**src/rtl/alu_op_sequencer_pkg.sv**
```systemverilog
// alu_op_sequencer_pkg: command field layout and FSM state encoding for the ALU operand sequencer.
package alu_op_sequencer_pkg;
  localparam int CMD_W   = 7;
  localparam int SEL_MSB = 6;
  localparam int SEL_LSB = 5;
  localparam int CIN_BIT = 4;
  localparam int B_MSB   = 3;
  localparam int B_LSB   = 2;
  localparam int A_MSB   = 1;
  localparam int A_LSB   = 0;
  typedef enum logic [1:0] {
    ST_IDLE  = 2'd0,
    ST_ISSUE = 2'd1,
    ST_HOLD  = 2'd2
  } state_e;
endpackage

```
**src/rtl/alu_op_sequencer_cmd_fifo.sv**
```systemverilog
// alu_cmd_fifo: show-ahead command FIFO; full/empty come from an occupancy counter.
module alu_cmd_fifo #(
  parameter int WIDTH = 7,
  parameter int DEPTH = 4
) (
  input  logic                     clk,
  input  logic                     rst_n,
  input  logic                     push_i,
  input  logic [WIDTH-1:0]         wdata_i,
  input  logic                     pop_i,
  output logic [WIDTH-1:0]         rdata_o,
  output logic                     full_o,
  output logic                     empty_o,
  output logic [$clog2(DEPTH):0]   count_o
);
  localparam int AW = $clog2(DEPTH);
  logic [WIDTH-1:0] mem_q [DEPTH];
  logic [AW-1:0]    wr_ptr_q, rd_ptr_q;
  logic [AW:0]      count_q;
  logic             do_push, do_pop;
  assign full_o  = count_q == (AW+1)'(DEPTH);
  assign empty_o = count_q == '0;
  assign count_o = count_q;
  assign rdata_o = mem_q[rd_ptr_q];
  assign do_push = push_i & ~full_o;
  assign do_pop  = pop_i & ~empty_o;
  // power-of-two depth lets the pointers wrap by plain overflow
  always_ff @(posedge clk or negedge rst_n) begin
    if (!rst_n) begin
      wr_ptr_q <= '0;
      rd_ptr_q <= '0;
      count_q  <= '0;
    end else begin
      if (do_push) wr_ptr_q <= wr_ptr_q + AW'(1);
      if (do_pop) rd_ptr_q <= rd_ptr_q + AW'(1);
      count_q <= count_q + (AW+1)'(do_push) - (AW+1)'(do_pop);
    end
  end
  always_ff @(posedge clk) begin
    if (do_push) mem_q[wr_ptr_q] <= wdata_i;
  end
endmodule

```
**src/rtl/alu_op_sequencer.sv**
```systemverilog
// alu_op_sequencer: buffers host ALU commands, issues them to an external ALU one at a time
// and returns each captured result over a valid/ready channel.
module alu_op_sequencer
  import alu_op_sequencer_pkg::*;
#(
  parameter int FIFO_DEPTH = 4,
  parameter int CNT_W      = 8
) (
  input  logic             clk,
  input  logic             rst_n,
  input  logic             cmd_valid_i,
  output logic             cmd_ready_o,
  input  logic [CMD_W-1:0] cmd_data_i,
  output logic [1:0]       alu_a_o,
  output logic [1:0]       alu_b_o,
  output logic             alu_cin_o,
  output logic [1:0]       alu_sel_o,
  input  logic [3:0]       alu_out_i,
  output logic             res_valid_o,
  input  logic             res_ready_i,
  output logic [3:0]       res_data_o,
  output logic             busy_o,
  output logic [CNT_W-1:0] done_cnt_o
);
  state_e                      state_q, state_d;
  logic [1:0]                  a_q, a_d, b_q, b_d, sel_q, sel_d;
  logic                        cin_q, cin_d;
  logic [3:0]                  res_q, res_d;
  logic                        res_valid_q, res_valid_d;
  logic [CNT_W-1:0]            cnt_q, cnt_d;
  logic                        pop, full, empty;
  logic [CMD_W-1:0]            head;
  logic [$clog2(FIFO_DEPTH):0] occ;
  alu_cmd_fifo #(.WIDTH(CMD_W), .DEPTH(FIFO_DEPTH)) u_fifo (
    .clk     (clk),
    .rst_n   (rst_n),
    .push_i  (cmd_valid_i),
    .wdata_i (cmd_data_i),
    .pop_i   (pop),
    .rdata_o (head),
    .full_o  (full),
    .empty_o (empty),
    .count_o (occ)
  );
  always_comb begin
    state_d     = state_q;
    a_d         = a_q;
    b_d         = b_q;
    cin_d       = cin_q;
    sel_d       = sel_q;
    res_d       = res_q;
    res_valid_d = res_valid_q;
    cnt_d       = cnt_q;
    pop         = 1'b0;
    case (state_q)
      ST_IDLE: if (!empty) begin
        pop     = 1'b1;
        a_d     = head[A_MSB:A_LSB];
        b_d     = head[B_MSB:B_LSB];
        cin_d   = head[CIN_BIT];
        sel_d   = head[SEL_MSB:SEL_LSB];
        state_d = ST_ISSUE;
      end
      ST_ISSUE: begin
        res_d       = alu_out_i;
        res_valid_d = 1'b1;
        state_d     = ST_HOLD;
      end
      ST_HOLD: if (res_valid_q && res_ready_i) begin
        res_valid_d = 1'b0;
        cnt_d       = cnt_q + CNT_W'(1);
        state_d     = ST_IDLE;
      end
      default: state_d = ST_IDLE;
    endcase
  end
  always_ff @(posedge clk or negedge rst_n) begin
    if (!rst_n) begin
      state_q     <= ST_IDLE;
      a_q         <= '0;
      b_q         <= '0;
      cin_q       <= 1'b0;
      sel_q       <= '0;
      res_q       <= '0;
      res_valid_q <= 1'b0;
      cnt_q       <= '0;
    end else begin
      state_q     <= state_d;
      a_q         <= a_d;
      b_q         <= b_d;
      cin_q       <= cin_d;
      sel_q       <= sel_d;
      res_q       <= res_d;
      res_valid_q <= res_valid_d;
      cnt_q       <= cnt_d;
    end
  end
  assign cmd_ready_o = ~full;
  assign alu_a_o     = a_q;
  assign alu_b_o     = b_q;
  assign alu_cin_o   = cin_q;
  assign alu_sel_o   = sel_q;
  assign res_valid_o = res_valid_q;
  assign res_data_o  = res_q;
  assign done_cnt_o  = cnt_q;
  assign busy_o      = (state_q != ST_IDLE) || (occ != '0);
endmodule

```
**config.mk**
```make
export PLATFORM = sky130hd
export DESIGN_NAME = alu_op_sequencer
export DESIGN_NICKNAME = d
export VERILOG_FILES = /design/src/rtl/alu_op_sequencer_pkg.sv /design/src/rtl/alu_op_sequencer_cmd_fifo.sv /design/src/rtl/alu_op_sequencer.sv
export SDC_FILE = /design/constraint.sdc
export NUM_CORES = 1
export LEC_CHECK = 0
export ABC_AREA = 1
export BUFFER_PORTS_ARGS = -buffer_cell sky130_fd_sc_hd__buf_2
export CAP_MARGIN = 10
export CORE_ASPECT_RATIO = 0.75
export CORE_UTILIZATION = 51
export CTS_BUF_LIST = sky130_fd_sc_hd__clkbuf_8 sky130_fd_sc_hd__clkbuf_16
export CTS_CLUSTER_SIZE = 12
export DETAILED_ROUTE_END_ITERATION = 8
export PLACE_DENSITY = 0.75
export SETUP_SLACK_MARGIN = 0.1
export SLEW_MARGIN = 20
export SYNTH_ARGS = -nofsm -noshare
export SYNTH_HDL_FRONTEND = slang
export SYNTH_HIERARCHICAL = 1
export SYNTH_SLANG_ARGS = --single-unit
```
**constraint.sdc**
```tcl
create_clock -name clk -period 2.3 [get_ports clk]
set_input_delay 0.23 -clock clk [delete_from_list [all_inputs] [get_ports clk]]
set_output_delay 0.23 -clock clk [all_outputs]
set_load 0.01 [all_outputs]
```
# Word level (Yosys, flattened, before mapping)
# Memories as Yosys holds them, arrays and structs flattened. A register that Yosys moved wholly into a read port is not among the register bits.
# Index checks and enable logic that the tools add are counted.
# classes
eq_ne	5
reduce_logical	12
n_addsub	5
bitwise_logic	4
n_mux	9
# ops
operator	n
8-bit by 1-bit adder with 8-bit output, second input constant	1
2-bit AND reduction	4
2-bit one-hot mux with 3 select lines	1
1-bit two-way mux	5
2-bit by 1-bit adder with 2-bit output, second input constant	2
2-bit two-way mux	2
2-bit inequality test, second input constant	2
2-bit nonzero test	2
3-bit by 1-bit adder with 3-bit output	1
3-bit equality test, second input constant	1
3-bit logical NOT	1
3-bit nonzero test	1
3-bit by 1-bit subtractor with 3-bit output	1
1-bit AND	2
2-bit by 1-bit equality test with 1-bit output, second input constant	1
2-bit equality test, second input constant	1
2-bit logical NOT	1
1-bit inverter	2
1-bit one-hot mux with 2 select lines	1
1-bit logical AND	1
1-bit logical NOT	1
1-bit logical OR	1
# totals
input_bits	15
output_inout_bits	22
memories	1
ramBits	28
register_bits	22
# mem_list
memory	depth	word_bits	read_ports	rd_ports_with_merged_regs	write_ports	line_no	source
u_fifo.mem_q	4	7	1	1	1	alu_op_sequencer_cmd_fifo.sv:17	logic [WIDTH-1:0] mem_q [DEPTH];

# Depth between registers and ports, before layout
# logic_depth
depth_word	5
mapped_depth	14

# Hierarchy
# Netlist, hierarchy kept.
# modules_own_cells
mod	cells_per_inst	area_each_um2	instances	seq_area_each_um2
alu_cmd_fifo	146	1549.0	1	1016.0
alu_op_sequencer	117	993.5	1	550.5

# Worst setup path after synthesis
# Ideal clock, no wire load.
# synth_timing
path_type	flip-flop to flip-flop
start	register u_fifo.count_q[1], in the netlist u_fifo/count_o[1]
end	register u_fifo.count_q[2], in the netlist u_fifo/count_o[2]
path_stages_with_launch	15
setup_slack_ps	117
t_arrival_ps	2118
t_required_ps	2235
cell_sequence	dfrtp_1 nor2_1 nand2_1 inv_1 or2_1 buf_6 clkinv_8 nand2_1 inv_1 ha_1 inv_1 ha_1 fa_1 nand3b_1 nand2_1
# synth_between
elab_chain_len	5
elab_cells_between_ends	10
cone_classes	add/sub (2); eq/ne (1); mux (2); bitwise (4); reduce/logical (1)
# synth_rtl
element	line_no	source
start: declaration	alu_op_sequencer_cmd_fifo.sv:19	logic [AW:0] count_q;
start signal: assignment	alu_op_sequencer_cmd_fifo.sv:36	count_q <= count_q + (AW+1)'(do_push) - (AW+1)'(do_pop);
3-bit logical NOT	alu_op_sequencer_cmd_fifo.sv:22	assign empty_o = count_q == '0;
net empty	alu_op_sequencer.sv:31	logic pop, full, empty;
1-bit two-way mux	alu_op_sequencer.sv:56	ST_IDLE: if (!empty) begin
1-bit two-way mux	alu_op_sequencer.sv:55	case (state_q)
net pop	alu_op_sequencer.sv:31	
1-bit AND	alu_op_sequencer_cmd_fifo.sv:26	assign do_pop = pop_i & ~empty_o;
net u_fifo.do_pop	alu_op_sequencer_cmd_fifo.sv:20	logic do_push, do_pop;
3-bit by 1-bit subtractor with 3-bit output	alu_op_sequencer_cmd_fifo.sv:36	
# The timed path passes the listed nets, and every way through them passes these cells.
# A chain may end at the register's enable or synchronous reset.

# Worst setup path after layout
# layout_timing
start	register u_fifo.count_q[0], in the netlist u_fifo/count_o[0]
end	register u_fifo.count_q[2], in the netlist u_fifo/count_o[2]
# Same word-level chain as after synthesis.

==> flow_metrics.py <==
metrics = {
    "cells_and_area": {
        "syn2layout_area_growth_pct": 16.9,
        "antenna_cells": 0,
        "num-nets-final": 334,
        "final.fill_count": 381,
        "fin_util_pct": 64.3,
        "area_taken_by_multi_input_logic_gates_um2": 769,
        "post_route_cells_drive_above_1_share_pct": 20.9,
        "seq_area_um2": 1570,
    },
    "worst_setup_path": {
        "timing.setup.critical_path_class": "register to register",
        "critical-path-max-stage-delay_ns": 0.41,
        "critical_path.top_delay_family": "adder cells",
        "cp_data_arrival_time_ns": 2.30,
        "worst_setup_path_start_kind": "register",
        "crit_path_end_kind": "register",
        "cp.buffers_inverters": 4,
        "cpMaxStageDelayCell": "dfrtp_1",
        "worstPathCellList": "nor2_2, nand2_1, inv_1, or2_4, clkinv_8, nand2_2, inv_2, ha_4, inv_1, ha_2, fa_2, nand3b_1, nand2_1",
        "worstPathMaxFanout": 3,
        "worstPathRequired_ns": 2.56,
    },
    "synth": {
        "mappedNetlistNets": 286,
        "synth.lib_cells_used.distinct": 23,
        "synth_flop_cell": "dfrtp_1",
        "netlist_instances": 263,
        "postSynthAreaPerCell_um2": 9.67,
        "post_synthesis_cell_area_um2": 2540,
        "synth-seq-area-share_pct": 61.6,
        "number_of_synthesized_flops_with_an_enable_pin": 28,
        "synth_warnings": 6,
        "postSynth.asyncResetShare_pct": 50.9,
        "synth_seq_cells": 57,
    },
    "drt": {
        "avgViaCountPerCell": 4.85,
        "detail-route-antenna-nets": 0,
        "detail_route.first_pass.iterations": 4,
        "drt-total-wl_um": 4370,
        "drt-initial-drc-count": 129,
        "drc": 0,
        "num_vias": 1808,
        "average_wire_per_cell_in_the_routed_design_um": 11.7,
    },
    "die": {
        "design.core.area_um2": 4620,
        "dieWidth_um": 83.5,
        "initial_utilization_pct": 55.0,
        "die_area_um2": 5270,
        "floorplan.rows": 21,
        "pin_count": 37,
        "dieHeight_um": 63.1,
    },
    "clocking": {
        "cts_max_path_buffers": 2,
        "cts_tree": "yes",
        "clk_latency_ns": 0.33,
        "cts.clk_slew.worst_paths_ns": 0.06,
        "cts.htree.levels": 3,
        "cts_num_sinks": 57,
        "numCtsBuffers": 9,
        "clock-root-buffer": "clkbuf_8",
    },
    "worst_hold_path": {
        "holdCritPathClass": "input pin to register",
    },
    "sta": {
        "relSlewSlack_pct": 54.7,
        "rsz0062_at_grt": "false",
        "final_min_period_over_clock_period_pct": 88.8,
        "final_hold_viol_count": 0,
        "clock-skew-final_ns": 0.0145,
        "final-max-slew-violation-count": 0,
        "finalCriticalPeriod_ns": 2.04,
        "finalSetupTns_ns": 0,
        "achievable-frequency_mhz": 490,
        "hold_ws_ns": 0.125,
        "setup-violations-final": 0,
        "worst_pin_slew_ns": 0.677,
    },
    "global_routing": {
        "grt-ovfl-total": 0,
        "grt_pass1_vias": 1705,
        "antenna_found_initial": 0,
        "wire_length_of_the_first_global_routing_pass_um": 7480,
        "track_usage_pct": 18.6,
        "grt_max_degree": 30,
    },
    "power": {
        "largest_voltage_drop_on_the_vdd_net_v": 0.000921,
        "cellLeakagePower_nw": 1.50,
        "p_int_mw": 2.42,
        "p_clk_share_pct": 18.3,
        "power.share.sequential_pct": 41.1,
        "comb_power_share_pct": 40.6,
        "total_switching_power_mw": 1.57,
        "power_switching_share_pct": 39.3,
        "powerDensity_nw_per_um2": 1340,
    },
    "place": {
        "port_buffers": 36,
        "place_hpwl_um": 2990,
        "place.gp.congestion": 0.744,
    },
    "flow_run": {
        "max_cap_violations": 0,
    },
    "status": {
        "status": "complete, no violations",
    },
}
==> cells in the final DEF (no fill, tap or decap) <==
cell / netlist / layout
dfrtp_1: 29 / 29
xnor2_1: 1 / 1
o21ai_0: 12 / 12
or2_4: 0 / 1
inv_2: 0 / 1
nand2_2: 1 / 2
ha_2: 0 / 1
clkbuf_8: 0 / 9
nand3b_1: 1 / 1
or2_0: 1 / 1
clkinv_2: 0 / 4
edfxtp_1: 28 / 28
clkinv_8: 1 / 1
inv_1: 42 / 44
ha_4: 0 / 1
nand3_1: 8 / 8
nand4_1: 3 / 3
fa_2: 0 / 1
xor2_1: 3 / 3
dlygate4sd3_1: 0 / 1
nor2_1: 22 / 21
ha_1: 7 / 5
nor3_1: 1 / 1
nand2_1: 87 / 86
nor2_2: 2 / 3
o21ai_1: 6 / 6
buf_4: 1 / 6
buf_2: 1 / 36
==> synthesized netlist by cell type, types with 3 or more instances <==
| library cell | number | area [µm²] |
|---|---|---|
| nor2_1 | 22 | 82.6 |
| o21ai_0 | 12 | 60.1 |
| inv_1 | 42 | 158 |
| xor2_1 | 3 | 26.3 |
| o21ai_1 | 6 | 30.0 |
| nand2_1 | 87 | 327 |
| dfrtp_1 | 29 | 726 |
| buf_6 | 4 | 45.0 |
| edfxtp_1 | 28 | 841 |
| nand3_1 | 8 | 40.0 |
| nand4_1 | 3 | 18.8 |
| ha_1 | 7 | 87.6 |
==> worst register-to-register path: cells and delay by family, from the launching register on <==
kind / cells / cell delay (ns)
fa+ha+maj: 3 / 0.75
buf+inv: 4 / 0.18
flops: 1 / 0.41
simple gates: 6 / 0.66
==> area by class of cell <==
class / count / share of cell area, %
sequential: 57 / 52.7
tap: 57 / 2.40
inverter: 43 / 5.85
clock inverter: 7 / 1.05
multi-input combinational: 157 / 25.9
clock buffer: 9 / 4.17
timing repair buffer: 43 / 7.92
==> what timing repair did <==
item / CTS / global route
resized for setup: 1 / 6
setup endpoints to repair: 1 / 2
hold buffers: 1 / 0
pin swaps: 0 / 3
endpoints found under the hold margin: 29 / 0
setup buffers: 0 / 1
==> stage by stage <==
stage,cells,area [µm²],setup slack (ns),total power [mW]
2_1_floorplan,263,2540,0.117,2.75
3_3_place_gp,355,2770,0.128,3.13
3_5_place_dp,355,2770,0.0660,3.19
4_1_cts,372,2940,0.144,3.95
5_1_grt,373,2970,0.126,4.36
6_report,373,2970,0.258,3.99
==> path summary, 6_finish.rpt <==
path / cells after the start / from / slack [ns] / endpoint
max reg2reg: 13 / u_fifo/count_o[0] / 0.26 / u_fifo/count_o[2]
max in group asynchronous: 2 / rst_n / 1.42 / u_fifo/wr_ptr_q[0]
min reg2reg: 2 / alu_sel_o[1] / 0.48 / alu_sel_o[1]
min in group asynchronous: 2 / rst_n / 0.46 / done_cnt_o[5]
min: 1 / cmd_data_i[6] / 0.12 / u_fifo/mem_q[3][6]
max: 13 / u_fifo/count_o[0] / 0.26 / u_fifo/count_o[2]
==> per-layer routing <==
layer / part of all wire [%] / global-route usage, %
met1: 46 / 23.0
met2: 47 / 29.1
met3: 5.4 / 7.47
met4: 1.2 / 8.05
met5: 0 / 0
==> flip-flops by register name, summed over array words and instances (netlist names) <==
signal and count:
done_cnt_o 8, u_fifo/count_o 3, res_valid_o 1, alu_b_o 2, alu_sel_o 2, u_fifo/rd_ptr_q 2, state_q 2, alu_a_o 2
res_data_o 4, u_fifo/mem_q 28, u_fifo/wr_ptr_q 2, alu_cin_o 1
==> power groups by stage <==
stage                     Sequential (mW)  Clock (mW)  Combinational (mW)
after global placement               1.64           0                1.49
after CTS                            1.63       0.744                1.57
after global routing                 1.68       0.805                1.87
after detailed placement             1.65           0                1.55
after floorplan                      1.71           0                1.04
final                                1.64       0.728                1.62
==> cells by family (layout without fill, tap and decap cells) <==
logic type      after synthesis  count (layout)  synth area share (%)
compound gates               18              18                  3.54
fa+ha+maj                     8               8                  4.23
simple gates                127             127                  20.1
flops                        57              57                  61.6
buf+inv                      49             102                  9.10
xor+xnor                      4               4                  1.38
(Power assumes the default switching activity.)
